--- src/rtl/ibex_mem_intf_arbiter.sv ---
// Shares one req/gnt/rvalid memory port between NUM_REQ requesters with in-order response routing.
// Build option: define IBEX_MEM_ARB_FIXED_PRIO_EN for lowest-index-wins arbitration instead of round-robin.
module ibex_mem_intf_arbiter #(
    parameter int NUM_REQ         = 2,
    parameter int ADDR_WIDTH      = 32,
    parameter int DATA_WIDTH      = 32,
    parameter int INTG_WIDTH      = 7,
    parameter int MAX_OUTSTANDING = 4
) (
    input  logic                              clk,
    input  logic                              reset,
    input  logic [NUM_REQ-1:0]                req_i,
    output logic [NUM_REQ-1:0]                gnt_o,
    input  logic [NUM_REQ*ADDR_WIDTH-1:0]     addr_i,
    input  logic [NUM_REQ-1:0]                we_i,
    input  logic [NUM_REQ*DATA_WIDTH/8-1:0]   be_i,
    input  logic [NUM_REQ*DATA_WIDTH-1:0]     wdata_i,
    input  logic [NUM_REQ*INTG_WIDTH-1:0]     wintg_i,
    output logic [NUM_REQ-1:0]                rvalid_o,
    output logic [DATA_WIDTH-1:0]             rdata_o,
    output logic [INTG_WIDTH-1:0]             rintg_o,
    output logic                              error_o,
    output logic                              out_req_o,
    input  logic                              out_gnt_i,
    output logic [ADDR_WIDTH-1:0]             out_addr_o,
    output logic                              out_we_o,
    output logic [DATA_WIDTH/8-1:0]           out_be_o,
    output logic [DATA_WIDTH-1:0]             out_wdata_o,
    output logic [INTG_WIDTH-1:0]             out_wintg_o,
    input  logic                              out_rvalid_i,
    input  logic [DATA_WIDTH-1:0]             out_rdata_i,
    input  logic [INTG_WIDTH-1:0]             out_rintg_i,
    input  logic                              out_error_i,
    output logic [$clog2(MAX_OUTSTANDING):0]  outstanding_o,
    output logic                              unexpected_rvalid_o
);

    localparam int BEW = DATA_WIDTH / 8;
    localparam int IDW = $clog2(NUM_REQ);
    localparam int PW  = $clog2(MAX_OUTSTANDING);
    localparam int CW  = PW + 1;

    logic [IDW-1:0] owner_q [MAX_OUTSTANDING];
    logic [PW-1:0]  wr_ptr_q, wr_ptr_d;
    logic [PW-1:0]  rd_ptr_q, rd_ptr_d;
    logic [CW-1:0]  count_q, count_d;
    logic           lock_q, lock_d;
    logic [IDW-1:0] lock_id_q, lock_id_d;
    logic           unexp_q, unexp_d;
    logic [IDW-1:0] arb_id;
    logic [IDW-1:0] win_id;
    logic [IDW-1:0] head_id;
    logic           fifo_full, fifo_empty;
    logic           grant, pop;

    assign fifo_full  = (count_q == CW'(MAX_OUTSTANDING));
    assign fifo_empty = (count_q == '0);

`ifdef IBEX_MEM_ARB_FIXED_PRIO_EN
    // Descending scan so the lowest asserted index is the last to overwrite.
    always_comb begin
        arb_id = '0;
        for (int i = NUM_REQ - 1; i >= 0; i--) begin
            if (req_i[i]) begin
                arb_id = IDW'(i);
            end
        end
    end
`else
    logic [IDW-1:0] rr_ptr_q, rr_ptr_d;
    logic [IDW:0]   arb_k;
    logic           arb_found;

    // Search upward from rr_ptr, wrapping at NUM_REQ (which need not be a power of two).
    always_comb begin
        arb_id    = '0;
        arb_k     = '0;
        arb_found = 1'b0;
        for (int i = 0; i < NUM_REQ; i++) begin
            arb_k = {1'b0, rr_ptr_q} + (IDW+1)'(i);
            if (arb_k >= (IDW+1)'(NUM_REQ)) begin
                arb_k = arb_k - (IDW+1)'(NUM_REQ);
            end
            if (!arb_found && req_i[arb_k[IDW-1:0]]) begin
                arb_found = 1'b1;
                arb_id    = arb_k[IDW-1:0];
            end
        end
    end

    always_comb begin
        rr_ptr_d = rr_ptr_q;
        if (grant) begin
            rr_ptr_d = (win_id == IDW'(NUM_REQ - 1)) ? '0 : win_id + IDW'(1);
        end
    end

    always_ff @(posedge clk) begin
        if (reset) begin
            rr_ptr_q <= '0;
        end else begin
            rr_ptr_q <= rr_ptr_d;
        end
    end
`endif

    assign win_id    = lock_q ? lock_id_q : arb_id;
    assign out_req_o = req_i[win_id] & ~fifo_full & ~reset;
    assign grant     = out_req_o & out_gnt_i;
    assign head_id   = owner_q[rd_ptr_q];
    assign pop       = out_rvalid_i & ~fifo_empty & ~reset;

    always_comb begin
        out_addr_o  = '0;
        out_we_o    = 1'b0;
        out_be_o    = '0;
        out_wdata_o = '0;
        out_wintg_o = '0;
        if (out_req_o) begin
            out_addr_o  = addr_i[win_id*ADDR_WIDTH +: ADDR_WIDTH];
            out_we_o    = we_i[win_id];
            out_be_o    = be_i[win_id*BEW +: BEW];
            out_wdata_o = wdata_i[win_id*DATA_WIDTH +: DATA_WIDTH];
            out_wintg_o = wintg_i[win_id*INTG_WIDTH +: INTG_WIDTH];
        end
    end

    for (genvar gi = 0; gi < NUM_REQ; gi++) begin : g_req
        assign gnt_o[gi]    = grant & (win_id == IDW'(gi));
        assign rvalid_o[gi] = pop & (head_id == IDW'(gi));
    end

    assign rdata_o             = out_rdata_i;
    assign rintg_o             = out_rintg_i;
    assign error_o             = out_error_i;
    assign outstanding_o       = count_q;
    assign unexpected_rvalid_o = unexp_q;

    // A dropped locked request is a withdrawal; a new stall re-locks to whoever is presented.
    always_comb begin
        lock_d    = lock_q;
        lock_id_d = lock_id_q;
        if (lock_q && !req_i[lock_id_q]) begin
            lock_d = 1'b0;
        end
        if (out_req_o) begin
            lock_d    = ~out_gnt_i;
            lock_id_d = win_id;
        end
    end

    always_comb begin
        wr_ptr_d = grant ? wr_ptr_q + PW'(1) : wr_ptr_q;
        rd_ptr_d = pop   ? rd_ptr_q + PW'(1) : rd_ptr_q;
        count_d  = count_q;
        if (grant && !pop) begin
            count_d = count_q + CW'(1);
        end else if (!grant && pop) begin
            count_d = count_q - CW'(1);
        end
        unexp_d = unexp_q | (out_rvalid_i & fifo_empty);
    end

    always_ff @(posedge clk) begin
        if (grant) begin
            owner_q[wr_ptr_q] <= win_id;
        end
    end

    always_ff @(posedge clk) begin
        if (reset) begin
            wr_ptr_q  <= '0;
            rd_ptr_q  <= '0;
            count_q   <= '0;
            lock_q    <= 1'b0;
            lock_id_q <= '0;
            unexp_q   <= 1'b0;
        end else begin
            wr_ptr_q  <= wr_ptr_d;
            rd_ptr_q  <= rd_ptr_d;
            count_q   <= count_d;
            lock_q    <= lock_d;
            lock_id_q <= lock_id_d;
            unexp_q   <= unexp_d;
        end
    end

endmodule

--- config.mk ---
export PLATFORM = sky130hd
export DESIGN_NAME = ibex_mem_intf_arbiter
export DESIGN_NICKNAME = d
export VERILOG_FILES = /design/src/rtl/ibex_mem_intf_arbiter.sv
export SDC_FILE = /design/constraint.sdc
export NUM_CORES = 1
export LEC_CHECK = 0
export BUFFER_PORTS_ARGS = -buffer_cell sky130_fd_sc_hd__clkbuf_2
export CORE_AREA = 3 3 123 125
export DETAILED_ROUTE_END_ITERATION = 7
export DIE_AREA = 0 0 126 128
export SYNTH_ARGS = -nofsm -noshare
export SYNTH_HDL_FRONTEND = slang
export SYNTH_SLANG_ARGS = --single-unit
export TNS_END_PERCENT = 100
--- constraint.sdc ---
create_clock -name clk -period 3.5 [get_ports clk]
set_input_delay 0 -clock clk [delete_from_list [all_inputs] [get_ports clk]]
set_output_delay 0 -clock clk [all_outputs]
set_load 0.1 [all_outputs]
# ---- Word level (Yosys, flattened, before mapping)
# Memories as Yosys holds them, arrays and structs flattened. A register that Yosys moved wholly into a read port is not among the register bits.
# Cells that the tools add are included.
dict set report word_totals {
  input_bits 198
  reg_bits 11
  latch_bits 0
  wordCells 86
  mem_bits_rw 4
  memories 1
  mem_bits_ro 0
}
dict set report classes {
  muxes 30
  n_div 0
  reduce_logical 11
  bitwise 17
  n_addsub 8
  eq_ne 1
  multipliers 1
  magnitude_cmp 6
  shift 4
}
# memory words width read_ports rd_clocked_by_memory_dff wr line
set memory_table {}
lappend memory_table {owner_q 4 1 1 1 1 43} ;# logic [IDW-1:0] owner_q [MAX_OUTSTANDING];
# cell count
set op_table {}
lappend op_table {{$shiftx 64x7->32} 2}
lappend op_table {{$mux 32} 2}
lappend op_table {{$mux 1} 22}
lappend op_table {{$shiftx 14x5->7} 1}
lappend op_table {{$and 1x1->1} 10}
lappend op_table {{$lt 1x2->1 const B} 4}
lappend op_table {{$shiftx 8x4->4} 1}
lappend op_table {{$mux 7} 1}
lappend op_table {{$mux 3} 2}
lappend op_table {{$not 1->1} 6}
lappend op_table {{$add 2x1->2 const B} 2}
lappend op_table {{$logic_and 1x1->1} 4}
lappend op_table {{$logic_not 1->1} 4}
lappend op_table {{$mul 1x3->4 const B} 1}
lappend op_table {{$mux 2} 2}
lappend op_table {{$mux 4} 1}
lappend op_table {{$reduce_bool 2->1} 2}
lappend op_table {{$add 3x1->3 const B} 1}
lappend op_table {{$eq 3x3->1 const B} 1}
lappend op_table {{$logic_not 3->1} 1}
lappend op_table {{$sub 3x1->3 const B} 1}
lappend op_table {{$add 1x1->2 const B} 1}
lappend op_table {{$ge 1x2->1 const B} 1}
lappend op_table {{$ge 2x2->1 const B} 1}
lappend op_table {{3 further kinds} 4}

# ---- Depth between registers and ports, before layout
# Gate-level depths: netlist of run 1.
dict set report logic_depth {
  depth_word 18
  ltp_mapped 11
  ltp_nobuf 9
}

# ---- Worst setup path after synthesis of run 1
# No wires, ideal clock.
dict set report synth_timing {
  kind {register -> output}
  from {reg count_q[0] (netlist: outstanding_o[0])}
  to {out gnt_o[0]}
  t_required_ns 3.500
  n_path_buf 2
  path_slack_ns -0.443
  path_stages_with_launch 6
  arrival_ns 3.943
  cell_sequence {dfxtp_1 -> nor3b_2 -> a2111o_1 -> buf_6 -> buf_6 -> nor3_1}
}
dict set report synth_via {
  elab_chain_cells 6
}
# item line
set synth_lines {}
lappend synth_lines {{from (decl)} 46} ;# logic [CW-1:0] count_q, count_d;
lappend synth_lines {{from (signal assigned)} 181} ;# count_q <= count_d;
lappend synth_lines {{$eq 3x3->1} 56} ;# assign fifo_full = (count_q == CW'(MAX_OUTSTANDING));
lappend synth_lines {{$not 1->1} 108} ;# assign out_req_o = req_i[win_id] & ~fifo_full & ~reset;
lappend synth_lines {{$and 1x1->1 (2 in a row)} 108}
lappend synth_lines {{$and 1x1->1} 109} ;# assign grant = out_req_o & out_gnt_i;
lappend synth_lines {{$and 1x1->1} 129} ;# assign gnt_o[gi] = grant & (win_id == IDW'(gi));
lappend synth_lines {{to (decl)} 13} ;# output logic [NUM_REQ-1:0] gnt_o,
# No other way between the ends.

# ---- Final worst setup path of run 1
dict set report layout_timing {
  from {reg count_q[0] (netlist: outstanding_o[0])}
  to {reg count_q[2] (netlist: outstanding_o[2])}
}
dict set report layout_via {
  elab_chain_cells 8
  elab_cells_between_ends 18
  cone_classes {2 x add/sub; 1 x eq/ne; 2 x mux; 7 x bitwise; 6 x reduce/logical}
}
# item line
set layout_lines {}
lappend layout_lines {{$eq 3x3->1 (*)} 56}
lappend layout_lines {{$not 1->1 (*)} 108}
lappend layout_lines {{$and 1x1->1 (*) (2 in a row)} 108}
lappend layout_lines {{$and 1x1->1 (*)} 109}
lappend layout_lines {{net grant} 54} ;# logic grant, pop;
lappend layout_lines {{$logic_not 1->1} 158} ;# end else if (!grant && pop) begin
lappend layout_lines {{$logic_and 1x1->1} 158}
lappend layout_lines {{$reduce_bool 2->1 (no source line)} -}
# Mark *: on every way through the listed nets, which the timed path passes. The rest lies on a longest branch. The select of a mux whose other input is x is not followed.
# A chain may end at the register's enable or synchronous reset.

==> results of run 1 <==
==> worst max-delay path: stages (launching register included) <==
cell	delay, ns
dfxtp_1	0.44
nor3b_2	0.11
a2111o_2	0.46
buf_4	0.26
nor2_1	0.15
ha_1	0.19
inv_1	0.06
fa_1	0.37
xor2_1	0.18
or3_1	0.30
a21oi_1	0.15
==> layer usage <==
layer  up-vias  share of wire, %
met4         0               1.7
met2       164                50
li1       1563                 -
met3        24               6.9
met1      1307                41
met5         -                 0
==> cell usage after synthesis (3+ instances only) <==
cell	number	area share, %
a21oi_1	84	18
and3_1	4	1.1
buf_2	7	1.5
buf_4	44	14
buf_6	7	3.5
clkbuf_1	10	1.6
dfxtp_1	13	11
edfxtp_1	4	5.3
ha_1	5	2.7
inv_1	7	1.2
nand2_1	154	25
nor2_1	9	1.5
nor3_1	4	0.88
o21ai_0	3	0.66
==> report_power, final <==
part           leakage [nW]  total, mW  internal [mW]  switching (mW)
Sequential            0.143      0.255          0.228          0.0271
Clock                0.0382      0.226          0.154          0.0715
Combinational          1.70       1.46          0.255            1.20
==> per-stage QoR <==
stage,total power [mW],util [%],instances
after floorplan,1.71,-,381
after global placement,1.72,23.5,741
after detailed placement,1.72,23.5,741
after CTS,1.95,24.1,745
after global routing,2.04,24.1,745
final,1.94,24.1,745
==> worst min path at each step <==
| stage | startpoint | end | slack [ns] | cells past startpoint |
|---|---|---|---|---|
| finish | out_rdata_i[16] | rdata_o[16] | 0.00004 | 0 |
| global route | out_rintg_i[3] | rintg_o[3] | 0.0002 | 0 |
| CTS | out_error_i | error_o | 0.0007 | 0 |
| detailed placement | out_error_i | error_o | 0.0007 | 0 |
| global placement | out_error_i | error_o | 0.0007 | 0 |
| floorplan | out_rvalid_i | unexpected_rvalid_o$_SDFF_PP0_ | 0.14 | 2 |
==> cell type report <==
class	count	share of cell area [%]
sequential	17	11.3
timing repair buffer	248	37.3
clock buffer	4	2.34
tap	180	6.69
inverter	9	1.15
multi-input combinational	287	41.2
==> logic make-up (layout without fill, tap and decap cells) <==
group / after synthesis / in the layout / synth area share (%)
mux: 3 / 3 / 1.87
fa+ha+maj: 6 / 6 / 3.62
compound gates: 93 / 93 / 21.4
buf+inv: 77 / 261 / 22.8
xor+xnor: 3 / 3 / 1.15
simple gates: 182 / 182 / 32.5
flops: 17 / 17 / 16.7
==> results.txt, run 1 <==
----------------------------------------------------
[Timing]
  Post-Route Hold Slack ... 0.0000386 ns
  Hold Vio Cnt, Final ... 0
  Max frequency ... 0.364 GHz
  Final critical delay including setup and external delays ... ~2.7 ns
  Final slew viol count ... 0
  Worst clock skew on the final layout ... 0.00696 ns
  Unrepaired setup endpoints after global routing ... false
  Final count of negative-setup-slack endpoints ... 0
  Setup slack of the critical path after layout ... about 0.75 ns
  Share of the clock period used by the worst path ... 78.5%
  Summed negative setup slack over all endpoints ... 0 ns
  Worst slew margin relative to its limit ... 62.6%
  Worst Tran Pin Value ... 0.563 ns

[Yosys]
  Dominant register cell in the synthesized netlist ... dfxtp_1
  Number of instances in the synthesized netlist ... ~380
  Number of enable flip-flop cells after synthesis ... 4
  Post-synthesis async set-or-reset flop share ... 0%
  Post-Syn Area per Cell ... 5.98 um2
  Nets in the synthesized netlist ... 585
  Cell area after synthesis ... 2280 um2
  Number of warnings printed during yosys synthesis ... 0
  Synth Register Bits ... 17
  Post-synthesis sequential area ratio ... 16.7%
  Number of library cell types mapped by synthesis ... 34

[Global routing]
  Global-route usage over all layers ... 10.9%
  Most Crowded Layer GR ... met2
  Met3 Usage GRT ... 1.67%
  Number of antenna violations at the first check in global routing ... 0
  Largest net degree at the start of global routing ... 44
  GR met1 Demand/Resource ... 14.6%
  Vias in the first global route ... 2768
  Final global-route overflow total ... 0
  First-pass GRT wire length ... approximately 15000 um
  Met2 demand-to-capacity share in global routing ... between 15 and 20%

[Run status]
  Status ... completed

[CTS]
  TritonCTS buffer count ... 3
  Clock tree from TritonCTS ... yes
  # Post-CTS Setup Buffers ... 0
  Clock network latency to the later pin of the worst-skew pair ... 0.25 ns
  Post-CTS clock slew at the launch and capture registers of the worst setup and hold paths ... 0.05 ns
  Buffer type at the clock tree root ... clkbuf_16
  Total number of H-tree levels ... 1
  Quantity of hold-fixing buffers added after cts ... 0
  Clock Sinks ... 17
  # resized after CTS ... 0
  Maximum number of buffers from clock root to sink ... 2

[Finish]
  Layout cell share with drive strength beyond 1 ... between 40 and 50%
  Final #Nets ... 770
  Register area ... 380 um2
  Total of fill cells in the finished design ... 1646
  Leading cell type in the layout, fill and taps excluded ... clkbuf_2
  Commonest non-fill, non-tap cells in the layout ... 242 x clkbuf_2, 154 x nand2_1, 84 x a21oi_1
  Signed area change from the synthesized netlist to the final layout ... 47.7%
  Count of antenna diodes in the layout ... 0
  Multi-input gate area ... 1390 um2
  Final Cell Area ... 3360 um2

[Route]
  Drt first-iter violations ... 67
  Detailed Routing Iterations Pass 1 ... 6
  Total vias in the final route ... 3058
  Number of nets with antenna violations after detailed routing ... 0
  Post-detailed-route via-to-cell ratio ... roughly 4.1
  Total wirelength of the detailed-routed design ... between 9000 and 10000 um
  Number of remaining DRC errors ... 0
  Drt wl/cell ... around 13 um

[Floorplan]
  # rows ... 43
  Die Outline Area ... 16100 um2
  Core area ... between 10000 and 15000 um2
  IO Count ... 323
  Horizontal die dimension ... 126 um
  Die Y ... 128 um
  Starting Density ... roughly 16%

[Setup path]
  Source of the critical timing path ... outstanding_o[0]$_SDFFE_PP0P_
  Number of cell instances on the worst register-to-register path ... 10
  Type of destination of the critical path ... register
  Endpoint of the lowest-slack register-to-register path ... outstanding_o[2]$_SDFFE_PP0P_
  Worst path arrival time ... between 2 and 3 ns
  Worst R2R Start ... outstanding_o[0]$_SDFFE_PP0P_
  Kind of critical path ... register to register
  Type of element launching the critical path ... register
  Reg2Reg Setup Slack ... 0.75 ns
  Capture point of the critical path ... outstanding_o[2]$_SDFFE_PP0P_
  Peak fanout along the critical path ... 43
  Critical Path RT ... ~3.7 ns

[Placement]
  Placed inst area ... 3290 um2
  Post-placement setup slack ... 0.760 ns
  Post-DP HPWL ... 8040 um
  Buffers on Ports ... 242
  Routability congestion estimate from global placement ... approximately 0.7

[Power]
  Cell leakage power ... ~1.9 nW
  Power density normalized to cell area ... around 580 nW/um2
  Worst IR drop on VDD ... 0.231 mV

[Hold path]
  Type of the tightest min-delay check ... input pin to output pin

[Job]
  Number of maximum-capacitance violations ... 0

----------------------------------------------------
Power figures use the tool's default switching activity.
==> run 2, diff against run 1 <==
CORE_AREA = 3 3 126 128   (was 3 3 123 125)
DIE_AREA = 0 0 129 131   (was 0 0 126 128)
clock period = 2.25 ns   (was 3.5 ns; I/O delays follow)
==> run 2 against run 1 <==
Power grew 98%. Register-to-register slack worse by 0.71 ns. Routed wire length is 4.5% higher. Sequential share of layout area decreased by 3.5 points. Highest routed layer unchanged.
==> results.txt, run 2 (synthesis gave the netlist of run 1 again) <==
----------------------------------------------------
[CTS]
  Buffer type at the clock tree root ... clkbuf_16 (unchanged)
  Post-CTS clock slew at the launch and capture registers of the worst setup and hold paths ... 0.05 ns (about the same)
  Maximum number of buffers from clock root to sink ... 2 (unchanged)
  TritonCTS buffer count ... 3 (unchanged)
  Total number of H-tree levels ... 1 (unchanged)
  Clock tree from TritonCTS ... yes (unchanged)
  Clock network latency to the later pin of the worst-skew pair ... 0.25 ns (about the same)
  Clock Sinks ... 17 (unchanged)

[Floorplan]
  Horizontal die dimension ... 129 um (was 126 um)
  Core area ... 15000 um2 (was 14000 um2)
  IO Count ... 323 (unchanged)
  # rows ... 45 (was 43)
  Die Y ... 131 um (was 128 um)
  Die Outline Area ... 16900 um2 (was 16100 um2)
  Starting Density ... 15.2% (was 16.3%)

[Route]
  Post-detailed-route via-to-cell ratio ... 4.09 (was 4.10)
  Number of remaining DRC errors ... 0 (unchanged)
  Drt wl/cell ... 13.2 um (was 13.0 um)
  Total wirelength of the detailed-routed design ... 10100 um (was 9690 um)
  Detailed Routing Iterations Pass 1 ... 4 (was 6)
  Drt first-iter violations ... 111 (was 67)
  Total vias in the final route ... 3127 (was 3058)
  Number of nets with antenna violations after detailed routing ... 0 (unchanged)

[Timing]
  Final critical delay including setup and external delays ... 2.20 ns (was 2.75 ns)
  Share of the clock period used by the worst path ... 98.0% (was 78.5%)
  Summed negative setup slack over all endpoints ... 0 ns (unchanged)
  Final slew viol count ... 0 (unchanged)
  Worst slew margin relative to its limit ... 63.4% (was 62.6%)
  Hold Vio Cnt, Final ... 0 (unchanged)
  Post-Route Hold Slack ... 0.0000279 ns (was 0.0000386 ns)
  Setup slack of the critical path after layout ... 0.0453 ns (was 0.751 ns)
  Unrepaired setup endpoints after global routing ... true (was false)
  Worst clock skew on the final layout ... 0.000942 ns (was 0.00696 ns)
  Max frequency ... 0.454 GHz (was 0.364 GHz)
  Worst Tran Pin Value ... 0.551 ns (was 0.563 ns)
  Final count of negative-setup-slack endpoints ... 0 (unchanged)

[Placement]
  Post-placement setup slack ... 0.0117 ns (was 0.760 ns)
  Placed inst area ... 4900 um2 (was 3290 um2)
  Buffers on Ports ... 242 (unchanged)
  Post-DP HPWL ... 8380 um (was 8040 um)
  Routability congestion estimate from global placement ... 0.755 (was 0.721)

[Setup path]
  Cell family with the largest share of critical-path delay ... compound AO/OA/AOI/OAI gates (unchanged)
  Endpoint of the lowest-slack register-to-register path ... outstanding_o[2]$_SDFFE_PP0P_ (unchanged)
  Kind of critical path ... register to register (unchanged)
  Peak fanout along the critical path ... 2 (was 43)
  Slowest cell on the critical path ... a2111o_2 (unchanged)
  Type of element launching the critical path ... register (unchanged)
  Critical Path RT ... 2.43 ns (was 3.67 ns)
  Delay of the slowest critical-path stage ... 0.45 ns (was 0.46 ns)
  Worst R2R Start ... lock_id_q$_SDFFE_PP0P_ (was outstanding_o[0]$_SDFFE_PP0P_)
  Number of cell instances on the worst register-to-register path ... 9 (was 10)
  Cells traversed along the worst timing path ... mux2i_1, a2111o_2, nor2_2, ha_2, inv_2, fa_2, xor2_1, or3_1, a21oi_1 (was nor3b_2, a2111o_2, buf_4, nor2_1, ha_1, inv_1, fa_1, xor2_1, or3_1, a21oi_1)
  Worst path arrival time ... 2.38 ns (was 2.92 ns)
  Type of destination of the critical path ... register (unchanged)
  Critical path buffer and inverter count ... 1 (was 2)
  Reg2Reg Setup Slack ... 0.05 ns (was 0.75 ns)

[Finish]
  Signed area change from the synthesized netlist to the final layout ... 120% (was 47.7%)
  Final Cell Area ... 5000 um2 (was 3360 um2)
  Count of antenna diodes in the layout ... 0 (unchanged)
  Layout cell share with drive strength beyond 1 ... 62.0% (was 46.2%)
  Leading cell type in the layout, fill and taps excluded ... clkbuf_2 (unchanged)
  Commonest non-fill, non-tap cells in the layout ... 163 x clkbuf_2, 154 x nand2_1, 81 x buf_12 (was 242 x clkbuf_2, 154 x nand2_1, 84 x a21oi_1)
  Total of fill cells in the finished design ... 1588 (was 1646)
  Final #Nets ... 782 (was 770)

[Global routing]
  First-pass GRT wire length ... 14700 um (was 14600 um)
  Global-route usage over all layers ... 10.7% (was 10.9%)
  Number of antenna violations at the first check in global routing ... 0 (unchanged)
  Largest net degree at the start of global routing ... 48 (was 44)
  Final global-route overflow total ... 0 (unchanged)
  Vias in the first global route ... 3017 (was 2768)

[Power]
  Cell leakage power ... 2.26 nW (was 1.88 nW)
  Internal power ... 1.60 mW (was 0.638 mW)
  Part of the total power dissipated in the clock network ... 9.4% (was 11.7%)
  Power density normalized to cell area ... 767 nW/um2 (was 576 nW/um2)
  Fraction of power spent switching nets ... 58.2% (was 67.1%)
  Total net switching power ... 2.23 mW (was 1.30 mW)
  Sequential share of power ... 10.7% (was 13.2%)
  Worst IR drop on VDD ... 0.281 mV (was 0.231 mV)
  Combinational group share of total power ... 80.0% (was 75.2%)

[Run status]
  Status ... completed (unchanged)

[Hold path]
  Hold Crit Start ... out_rdata_i[12] (was out_rdata_i[16])
  Hold Path Depth ... 0 (unchanged)
  Type of the tightest min-delay check ... input pin to output pin (unchanged)
  Worst min-delay path endpoint ... rdata_o[12] (was rdata_o[16])

[Job]
  Number of maximum-capacitance violations ... 0 (unchanged)

----------------------------------------------------
==> run 2: changes by cell type in the layout (fill, tap and decap cells not counted), sizes merged <==
cell,delta
dlygate4sd3,+1
buf,+90
clkinv,+1
clkbuf,-80
==> run 2: layout make-up <==
class	count	area, um2	area share (%)
multi-input combinational	287	1690	33.7
inverter	9	38.8	0.775
tap	188	235	4.70
clock inverter	1	5.00	0.100
sequential	17	393	7.85
timing repair buffer	260	2570	51.4
clock buffer	3	75.1	1.50
==> run 2: worst max-delay path by stage <==
stage | from | endpoint | slack (ns) | cells after the start
after CTS | lock_id_q$_SDFFE_PP0P_ | outstanding_o[2]$_SDFFE_PP0P_ | 0.004 | 9
after detailed placement | lock_id_q$_SDFFE_PP0P_ | outstanding_o[2]$_SDFFE_PP0P_ | 0.01 | 9
after global placement | lock_id_q$_SDFFE_PP0P_ | outstanding_o[2]$_SDFFE_PP0P_ | 0.04 | 9
after global routing | lock_id_q$_SDFFE_PP0P_ | outstanding_o[2]$_SDFFE_PP0P_ | -0.05 | 9
final | lock_id_q$_SDFFE_PP0P_ | outstanding_o[2]$_SDFFE_PP0P_ | 0.05 | 9
after floorplan | outstanding_o[0]$_SDFFE_PP0P_ | outstanding_o[2]$_SDFFE_PP0P_ | -0.26 | 11
==> run 2: layer usage <==
| layer | wire length (um) | track usage [%] |
|---|---|---|
| met4 | 214 | 3.34 |
| met5 | 0 | 0 |
| met3 | 654 | 2.11 |
| met2 | 5240 | 19.3 |
| met1 | 4010 | 12.6 |
==> run 2: metrics by stage <==
stage               total power, mW  cells  utilization [%]
floorplan                      2.81    381                -
global placement               3.48    760             32.7
detailed placement             3.49    760             32.7
CTS                            3.87    765             33.4
global route                   4.00    765             33.4
finish                         3.84    765             33.4
==> run 2: power by group through the flow <==
stage | clock network, mW | registers (mW) | logic (mW)
after global placement | 0 | 0.411 | 3.06
after CTS | 0.369 | 0.410 | 3.09
after detailed placement | 0 | 0.415 | 3.08
after global routing | 0.385 | 0.416 | 3.20
final | 0.359 | 0.410 | 3.07
after floorplan | 0 | 0.563 | 2.25
==> run 2: repair_timing <==
item / CTS / global route
hold buffers: 1 / 0
gates resized for setup: 2 / 2
endpoints found under the hold margin: 1 / 0
pin swaps: 0 / 1
setup buffers: 0 / 0
endpoints found under the setup margin: 43 / 16
